--- src/rtl/ps2_tx.sv ---
// Host-to-device PS/2 transmitter: inhibit, request-to-send, start/8 data/odd parity/stop,
// then ACK sampling on the 11th device clock. Outputs are open-collector enables (1 = pull low).
module ps2_tx #(
    parameter int INHIBIT_CYCLES = 10000,
    parameter int FILTER_STEPS   = 8,
    parameter int TIMEOUT_CYCLES = 2000000
) (
    input  logic       clk,
    input  logic       rst,
    input  logic       wr_ps2,
    input  logic [7:0] din,
    input  logic       ps2c,
    input  logic       ps2d,
    output logic       ps2c_oe,
    output logic       ps2d_oe,
    output logic       tx_idle,
    output logic       tx_done,
    output logic       tx_err
);

    localparam int IW = $clog2(INHIBIT_CYCLES + 1);
    localparam int TW = $clog2(TIMEOUT_CYCLES + 1);

    typedef enum logic [2:0] {
        IDLE,
        RTS,
        START,
        DATA,
        STOP,
        WAIT_REL
    } state_t;

    state_t                  r_state, w_state_next;
    logic                    r_ps2d_meta, r_ps2d_sync;
    logic [FILTER_STEPS-1:0] r_filt;
    logic                    r_ps2c_filt, w_ps2c_filt_next, w_fall;
    logic [8:0]              r_sr, w_sr_next;
    logic [3:0]              r_bit_cnt, w_bit_cnt_next;
    logic [IW-1:0]           r_inh_cnt, w_inh_cnt_next;
    logic [TW-1:0]           r_to_cnt, w_to_cnt_next;
    logic                    r_err, w_err_next;
    logic                    w_timeout;

    always_ff @(posedge clk or posedge rst) begin
        if (rst) begin
            r_ps2d_meta <= 1'b1;
            r_ps2d_sync <= 1'b1;
            r_filt      <= '1;
            r_ps2c_filt <= 1'b1;
        end else begin
            r_ps2d_meta <= ps2d;
            r_ps2d_sync <= r_ps2d_meta;
            r_filt      <= {ps2c, r_filt[FILTER_STEPS-1:1]};
            r_ps2c_filt <= w_ps2c_filt_next;
        end
    end

    // Filtered clock only changes on a full run of identical samples, so short glitches hold it.
    always_comb begin
        w_ps2c_filt_next = r_ps2c_filt;
        if (&r_filt)
            w_ps2c_filt_next = 1'b1;
        else if (~|r_filt)
            w_ps2c_filt_next = 1'b0;
        w_fall = r_ps2c_filt & ~w_ps2c_filt_next;
    end

    always_ff @(posedge clk or posedge rst) begin
        if (rst) begin
            r_state   <= IDLE;
            r_sr      <= '0;
            r_bit_cnt <= '0;
            r_inh_cnt <= '0;
            r_to_cnt  <= '0;
            r_err     <= 1'b0;
        end else begin
            r_state   <= w_state_next;
            r_sr      <= w_sr_next;
            r_bit_cnt <= w_bit_cnt_next;
            r_inh_cnt <= w_inh_cnt_next;
            r_to_cnt  <= w_to_cnt_next;
            r_err     <= w_err_next;
        end
    end

    always_comb begin
        w_state_next   = r_state;
        w_sr_next      = r_sr;
        w_bit_cnt_next = r_bit_cnt;
        w_inh_cnt_next = r_inh_cnt;
        w_to_cnt_next  = r_to_cnt + TW'(1);
        w_err_next     = r_err;
        ps2c_oe        = 1'b0;
        ps2d_oe        = 1'b0;
        tx_idle        = 1'b0;
        tx_done        = 1'b0;
        w_timeout      = (r_state != IDLE) && (r_state != RTS) &&
                         (r_to_cnt == TW'(TIMEOUT_CYCLES - 1));

        case (r_state)
            IDLE: begin
                tx_idle       = 1'b1;
                w_to_cnt_next = '0;
                if (wr_ps2) begin
                    w_sr_next      = {~^din, din};
                    w_err_next     = 1'b0;
                    w_inh_cnt_next = '0;
                    w_state_next   = RTS;
                end
            end
            RTS: begin
                ps2c_oe       = 1'b1;
                ps2d_oe       = 1'b1;
                w_to_cnt_next = '0;
                if (r_inh_cnt == IW'(INHIBIT_CYCLES - 1))
                    w_state_next = START;
                else
                    w_inh_cnt_next = r_inh_cnt + IW'(1);
            end
            START: begin
                ps2d_oe = 1'b1;
                if (w_fall) begin
                    w_bit_cnt_next = 4'd9;
                    w_state_next   = DATA;
                end
            end
            DATA: begin
                ps2d_oe = ~r_sr[0];
                if (w_fall) begin
                    w_sr_next      = {1'b0, r_sr[8:1]};
                    w_bit_cnt_next = r_bit_cnt - 4'd1;
                    if (r_bit_cnt == 4'd1)
                        w_state_next = STOP;
                end
            end
            STOP: begin
                // Device pulls data low on its 11th clock to acknowledge.
                if (w_fall) begin
                    w_err_next   = r_ps2d_sync;
                    w_state_next = WAIT_REL;
                end
            end
            WAIT_REL: begin
                if (r_ps2c_filt && r_ps2d_sync) begin
                    tx_done      = 1'b1;
                    w_state_next = IDLE;
                end
            end
            default: w_state_next = IDLE;
        endcase

        if (w_fall)
            w_to_cnt_next = '0;

        if (w_timeout) begin
            tx_done      = 1'b1;
            w_err_next   = 1'b1;
            w_state_next = IDLE;
        end

        tx_err = r_err | w_timeout;
    end

endmodule

--- config.mk ---
export PLATFORM = sky130hd
export DESIGN_NAME = ps2_tx
export DESIGN_NICKNAME = d
export VERILOG_FILES = /design/src/rtl/ps2_tx.sv
export SDC_FILE = /design/constraint.sdc
export NUM_CORES = 1
export LEC_CHECK = 0
export ABC_AREA = 1
export CAP_MARGIN = 20
export CORE_ASPECT_RATIO = 1.5
export CORE_MARGIN = 2
export CORE_UTILIZATION = 60
export DETAILED_ROUTE_END_ITERATION = 8
export GPL_ROUTABILITY_DRIVEN = 1
export PLACE_DENSITY = 0.78
export SYNTH_ARGS = -nofsm -noshare
export SYNTH_HDL_FRONTEND = slang
export SYNTH_SLANG_ARGS = --single-unit
--- constraint.sdc ---
create_clock -name clk -period 4.1 [get_ports clk]
set_input_delay 1.025 -clock clk [delete_from_list [all_inputs] [get_ports clk]]
set_output_delay 1.025 -clock clk [all_outputs]
set_load 0.1 [all_outputs]
==> flow_metrics.py <==
metrics = {
    "floorplan": {
        "die-area_um2": 6670,
        "num_rows": 34,
        "core_area_um2": 5830,
        "die_h_um": 99.0,
        "num_io_pins": 18,
        "die_x_um": 67.3,
        "initial_core_util": 0.620,
    },
    "synthesis": {
        "ys_async_sr_fraction": 1.00,
        "syn_area_um2": 3610,
        "synth_top_family_by_area": "simple AND/OR/NAND/NOR gates",
        "ys_seq_area_frac": 0.440,
        "synth_edf_count": 0,
        "synth_fa_ha_area_frac": 0.0139,
        "synth-simple-area-share": 0.345,
        "yosysTopAreaCellShare": 0.360,
        "synth_xor_xnor_area_share": 0.0485,
        "syn_nets": 489,
        "ys_warn_count": 0,
        "synth_area_leaders": "dfrtp_1, nand2_1, dfstp_2",
        "yosys-top-cells-count": "nand2_1, inv_1, nor2_1",
        "avgSynthCellArea_um2": 7.65,
        "syn-instance-count": 472,
        "yosysMostFrequentCell": "nand2_1",
        "synth_top_area_cell": "dfrtp_1",
        "synth_cell_type_count": 36,
        "ys.flop_type": "dfrtp_1",
        "synth_compound_area_frac": 0.0742,
        "synth_mux_area_frac": 0,
        "ys_ff_latch": 63,
    },
    "grt": {
        "grt_pass1_vias": 3075,
        "use_met1": 0.277,
        "grt.total_usage": 0.249,
        "grt.busiest_layer": "met2",
        "grt_pass1_wl_um": 12800,
        "grt_max_degree": 48,
        "grt_util_met3": 0.0502,
        "overflow": 0,
        "antenna_found_initial": 0,
        "grtUsageMet2": 0.430,
    },
    "clock_network": {
        "ctsHtreeMaxLevel": 3,
        "clkTransAtPathRegs_ns": 0.07,
        "post-cts-setup-buffer-count": 0,
        "cts_sinks": 63,
        "ctsRootBufferMaster": "clkbuf_8",
        "hold_buffers": 0,
        "cts_buffer_depth": 2,
        "tritoncts": "done",
        "cts_resized": 0,
        "cts_buffers": 9,
        "clk_latency_ns": 0.35,
    },
    "final_layout": {
        "area_growth_pct": 10.6,
        "fin_nets": 513,
        "layout-drive-gt1-share": 0.122,
        "diodes": 0,
        "final_area_um2": 4000,
    },
    "critical_path": {
        "cpMaxStageDelayCell": "dfrtp_1",
        "max_stage_delay_ns": 0.41,
        "critPathRequiredTime_ns": 3.07,
        "cp_max_fo": 5,
        "start_kind": "register",
        "cp-end-kind": "primary output",
        "path_cells": "ha_1 > nand3_2 > inv_1 > nand2_1 > nor2_8 > nand2_4 > o41ai_2 > buf_4",
        "rrSetupSlack_ns": 2.27,
        "path_class": "register to primary output",
        "crit_arrival_ns": 1.95,
    },
    "sta": {
        "skew_ns": 0.0140,
        "fin_crit_sh": 0.725,
        "tns_ns": 0,
        "finalHoldViolCount": 0,
        "worst_pin_slew_ns": 0.580,
        "rsz0062_at_grt": "no",
        "finalSetupViolations": 0,
        "relSlewSlack": 0.613,
        "fin_crit_ns": 2.97,
        "fmax_mhz": 336,
        "final_max_slew_viol_count": 0,
    },
    "power_and_ir_drop": {
        "total_leakage_power_nw": 1.85,
        "power_frac_clock": 0.219,
        "seqPwrFrac": 0.384,
        "powerDensity_nw_per_um2": 527,
        "ir_worst_vdd_v": 0.000611,
        "net-switching-power_mw": 0.932,
        "switching_share": 0.442,
        "p_int_mw": 1.18,
        "combPwrFrac": 0.396,
    },
    "detailed_routing": {
        "via_per_inst": 5.39,
        "via_count": 3088,
        "wl_per_cell_um": 12.7,
        "drc": 0,
        "dr.pass1.iters": 4,
        "ant_nets": 0,
        "drtIter0Drc": 181,
        "drt_wl_total_um": 7270,
    },
    "run_status": {
        "status": "completed",
    },
    "placed_design": {
        "portBuffers": 17,
        "post-dp-hpwl_um": 5480,
        "place_area_um2": 3830,
        "gp_congestion": 0.909,
    },
    "job": {
        "cap_viol_max_count": 0,
    },
    "worst_hold_path": {
        "worstHoldPathType": "register to register",
    },
}
[registers in the layout (all words and copies together), names as in the netlist]
| signal | flops |
|---|---|
| r_to_cnt | 21 |
| r_inh_cnt | 14 |
| r_sr | 9 |
| r_filt | 8 |
| r_bit_cnt | 4 |
| r_state | 3 |
| r_err | 1 |
| r_ps2c_filt | 1 |
| r_ps2d_meta | 1 |
| r_ps2d_sync | 1 |
[through the flow]
step | util | setup WS [ns] | std cells | hold slack (ns) | power, mW
6_report | 0.685 | 1.13 | 573 | 0.356 | 2.11
5_1_grt | 0.685 | 0.980 | 573 | 0.359 | 2.25
4_1_cts | 0.685 | 1.09 | 573 | 0.357 | 2.12
3_5_place_dp | 0.657 | 1.47 | 557 | 0.347 | 1.65
3_3_place_gp | 0.657 | 1.51 | 557 | 0.346 | 1.64
2_1_floorplan | - | 0.0357 | 472 | 0.345 | 1.50
[path summary, 6_finish.rpt]
kind | startpoint | to | depth (start not counted)
worst min-delay path | r_ps2d_meta | r_ps2d_sync | 0
worst max register to register | r_inh_cnt[0] | r_inh_cnt[12] | 7
worst min register to register | r_ps2d_meta | r_ps2d_sync | 0
min in group asynchronous | rst | r_err | 2
max in group asynchronous | rst | r_to_cnt[20] | 3
worst max-delay path | r_to_cnt[0] | tx_done | 8
[area by class of cell]
| cell class | instances | area [um^2] |
|---|---|---|
| clock buffers | 12 | 145 |
| clock inverters | 4 | 22.5 |
| fillers | 483 | 1830 |
| inverters | 62 | 236 |
| multi-input cells | 342 | 1750 |
| flip-flops and latches | 63 | 1590 |
| well taps | 72 | 90.1 |
| repair buffers | 18 | 165 |
[logic make-up (layout without fill, tap and decap cells)]
kind of cell / Yosys count / count (layout)
buffers and inverters: 67 / 96
AO/OA/AOI/OAI: 50 / 50
flip-flops: 63 / 63
adder cells (fa/ha/maj): 4 / 4
XOR/XNOR: 20 / 20
AND/OR/NAND/NOR: 268 / 268
[worst max-delay path: cells and delay by family (launching register included)]
family                     cells  cell delay [ns]
and+or+nand+nor                4             0.48
buffers and inverters          2             0.45
DFF                            1             0.41
adders and majority gates      1             0.22
AOI/OAI and AO/OA              1             0.05
[cell usage in the layout (no fill, tap or decap)]
| cell type | Yosys | routed |
|---|---|---|
| nand3_1 | 30 | 30 |
| nand3_2 | 1 | 1 |
| a21oi_1 | 11 | 11 |
| clkdlybuf4s50_1 | 0 | 12 |
| clkbuf_1 | 0 | 2 |
| clkbuf_8 | 0 | 10 |
| dfstp_2 | 11 | 11 |
| or2_2 | 1 | 1 |
| buf_4 | 1 | 6 |
| clkinvlp_4 | 0 | 1 |
| nand2_1 | 132 | 132 |
| o21ai_0 | 17 | 17 |
| o22ai_1 | 3 | 3 |
| o21ai_2 | 1 | 1 |
| ha_1 | 4 | 4 |
| inv_1 | 57 | 56 |
| nor2_2 | 4 | 4 |
| a21oi_2 | 1 | 1 |
| a211oi_1 | 1 | 1 |
| dfrtp_1 | 52 | 52 |
| o41ai_2 | 0 | 1 |
| nor2_1 | 57 | 57 |
| nand2_4 | 4 | 4 |
| nor2_8 | 1 | 1 |
| nand2_2 | 4 | 4 |
| inv_4 | 1 | 1 |
| inv_2 | 3 | 4 |
| clkinv_2 | 1 | 4 |
| xnor2_1 | 7 | 7 |
| nor2_4 | 3 | 3 |
| nand4_1 | 16 | 16 |
| nand4_2 | 1 | 1 |
| nor3_1 | 7 | 7 |
| nand3b_1 | 2 | 2 |
| nor3b_1 | 3 | 3 |
| o21ai_1 | 15 | 15 |
| xor2_1 | 13 | 13 |
| nand3_4 | 2 | 2 |
[metal layers]
metal	wire, um	vias to the layer above
met5	0	-
met4	271	0
met3	280	27
met2	3720	71
met1	2990	1437
li1	-	1553
[power groups by stage]
| stage | Sequential (mW) | Combinational (mW) | Clock, mW |
|---|---|---|---|
| 2_1_floorplan | 0.787 | 0.716 | 0 |
| 3_3_place_gp | 0.813 | 0.825 | 0 |
| 3_5_place_dp | 0.818 | 0.837 | 0 |
| 4_1_cts | 0.808 | 0.840 | 0.474 |
| 5_1_grt | 0.824 | 0.929 | 0.497 |
| 6_report | 0.809 | 0.835 | 0.462 |
No activity file was read; power rests on OpenSTA's default activity.
==> RTL edit, RTL diff (config.mk and constraints unchanged) <==
Register the output `tx_idle`; this adds one clock of latency there. The other outputs are not delayed to match.
--- a/src/rtl/ps2_tx.sv
+++ b/src/rtl/ps2_tx.sv
@@ -29,6 +29,8 @@
         STOP,
         WAIT_REL
     } state_t;
+
+    logic tx_idle_d;
 
     state_t                  r_state, w_state_next;
     logic                    r_ps2d_meta, r_ps2d_sync;
@@ -92,14 +94,14 @@
         w_err_next     = r_err;
         ps2c_oe        = 1'b0;
         ps2d_oe        = 1'b0;
-        tx_idle        = 1'b0;
+        tx_idle_d      = 1'b0;
         tx_done        = 1'b0;
         w_timeout      = (r_state != IDLE) && (r_state != RTS) &&
                          (r_to_cnt == TW'(TIMEOUT_CYCLES - 1));
 
         case (r_state)
             IDLE: begin
-                tx_idle       = 1'b1;
+                tx_idle_d     = 1'b1;
                 w_to_cnt_next = '0;
                 if (wr_ps2) begin
                     w_sr_next      = {~^din, din};
@@ -161,5 +163,9 @@
         tx_err = r_err | w_timeout;
     end
 
+    always_ff @(posedge clk) begin
+        tx_idle <= tx_idle_d;
+    end
+
 endmodule
 
Function: changed (Yosys sat finds a counterexample within 4 cycles, from zero or initial values and one cycle with rst high).
==> RTL edit against the unedited design <==
  * Area after synthesis grew 0.55%
  * Non-clock buffer count did not move
  * Total power shrank 0.84%
  * Sequential cell count rose by 1
  * Count of clock-buffer cells in the layout is the same
  * Worst hold slack better by 0.52 ps
  * Setup slack got worse by 40 ps
  * Wire length increased by 0.28%
  * Register-to-register slack got worse by 50 ps
  * Sequential share of layout area grew 0.38 points
  * Design area grew 0.31%
==> RTL edit: results (changes against the unedited design) <==
maximum number of pins on one net before global-route repair 36 (-25%); layout cell share with drive strength beyond 1 11.75% (-0.42 points); predominant post-synthesis flop cell sky130_fd_sc_hd__dfrtp_1; Avg WL per Cell 12.70 um (+0.10%); detailed placement HPWL 5459 um (-0.43%); Pleak 1.848 nW (about the same); # nets final 514 (+0.19%); highest ir drop seen on vdd 0.5303 mV (-13%); outcome finished clean; WP data arrival 1990 ps (+40 ps); Initial Utilization 62.30% (+0.34 points); Iter 0 DRT Violations 208 (+15%); worst-margin pin slew 957.7 ps (+377.5 ps); total routing usage reported by global routing 24.37% (-0.56 points); worst hold path stage count 0 (unchanged); fill count 468 (-3.1%); cell types occupying the most area after synthesis sky130_fd_sc_hd__dfrtp_1 36%, sky130_fd_sc_hd__nand2_1 14%, sky130_fd_sc_hd__dfstp_2 8.0%, sky130_fd_sc_hd__inv_1 5.9%, sky130_fd_sc_hd__nor2_1 5.9%; area share of the largest cell type after synthesis 35.84% (-0.20 points); Place WS 1434 ps (-39.31 ps); global placer's final weighted congestion 0.9257 (+1.8%); routed via count 3,058 (-0.97%); slack of the worst reg-to-reg path 2220 ps (-50 ps); destination of the worst register-to-register timing path r_inh_cnt[10]; Unique masters post-synth 37 (+2.8%); path depth of the worst reg2reg path 6 (-1); maximum clock path buffer count 2 (unchanged); post-synth net total 490 (+0.20%); first-pass GRT wire length 12,420 um (-3.1%)
[RTL edit: cell families (layout without fill, tap and decap cells)]
group                    Yosys count  after routing  share of synthesized area, %
AO/OA/AOI/OAI                     50             50                         7.374
XOR/XNOR                          20             20                         4.824
adder cells (fa/ha/maj)            4              4                         1.378
buffers and inverters             67             96                         7.788
flip-flops                        64             64                         44.35
AND/OR/NAND/NOR                  268            268                         34.29
[RTL edit: per-stage QoR]
step	std cells	utilization [%]	hold slack, ps	cell area (um^2)
after floorplan	473	-	345.2	3638
after global placement	558	66.06	346.4	3850
after detailed placement	558	66.06	347.2	3850
after CTS	574	68.76	357.2	4008
after global routing	574	68.76	358.7	4008
final	574	68.76	356.5	4008
[RTL edit: layout make-up]
type                    count  area share (%)
clock buffers              12           3.372
clock inverters             4          0.5620
inverters                  62           5.901
multi-input cells         342           43.55
flip-flops and latches     64           40.18
well taps                  72           2.248
repair buffers             18           4.184
[RTL edit: critical path: stages, from the launching register on]
cell and delay [ps]:
sky130_fd_sc_hd__dfrtp_1 420, sky130_fd_sc_hd__ha_1 220, sky130_fd_sc_hd__nand3_2 120, sky130_fd_sc_hd__inv_1 110
sky130_fd_sc_hd__nand2_1 130, sky130_fd_sc_hd__nor2_8 160, sky130_fd_sc_hd__nand2_4 80, sky130_fd_sc_hd__o41ai_2 60
sky130_fd_sc_hd__buf_4 340
[RTL edit: per-layer routing]
layer | track usage, % | part of all wire, % | vias up
met4 | 13.50 | 4.3 | 0
met2 | 39.89 | 50 | 61
met5 | 0 | 0 | -
li1 | - | - | 1552
met1 | 28.49 | 43 | 1418
met3 | 5.995 | 3.0 | 27
[RTL edit: worst max-delay path by stage]
stage,startpoint,cells past startpoint,slack [ps],end
after detailed placement,r_to_cnt[0],8,1430,tx_done
after floorplan,r_state[1],5,40,ps2d_oe
after global routing,r_to_cnt[0],8,930,tx_done
after global placement,r_to_cnt[0],8,1490,tx_done
final,r_to_cnt[0],8,1090,tx_done
after CTS,r_to_cnt[0],8,1050,tx_done
[RTL edit: power by group]
group	switching (mW)	internal [mW]
logic	0.597	0.222
registers	0.0885	0.735
clock network	0.230	0.217
total	0.916	1.17
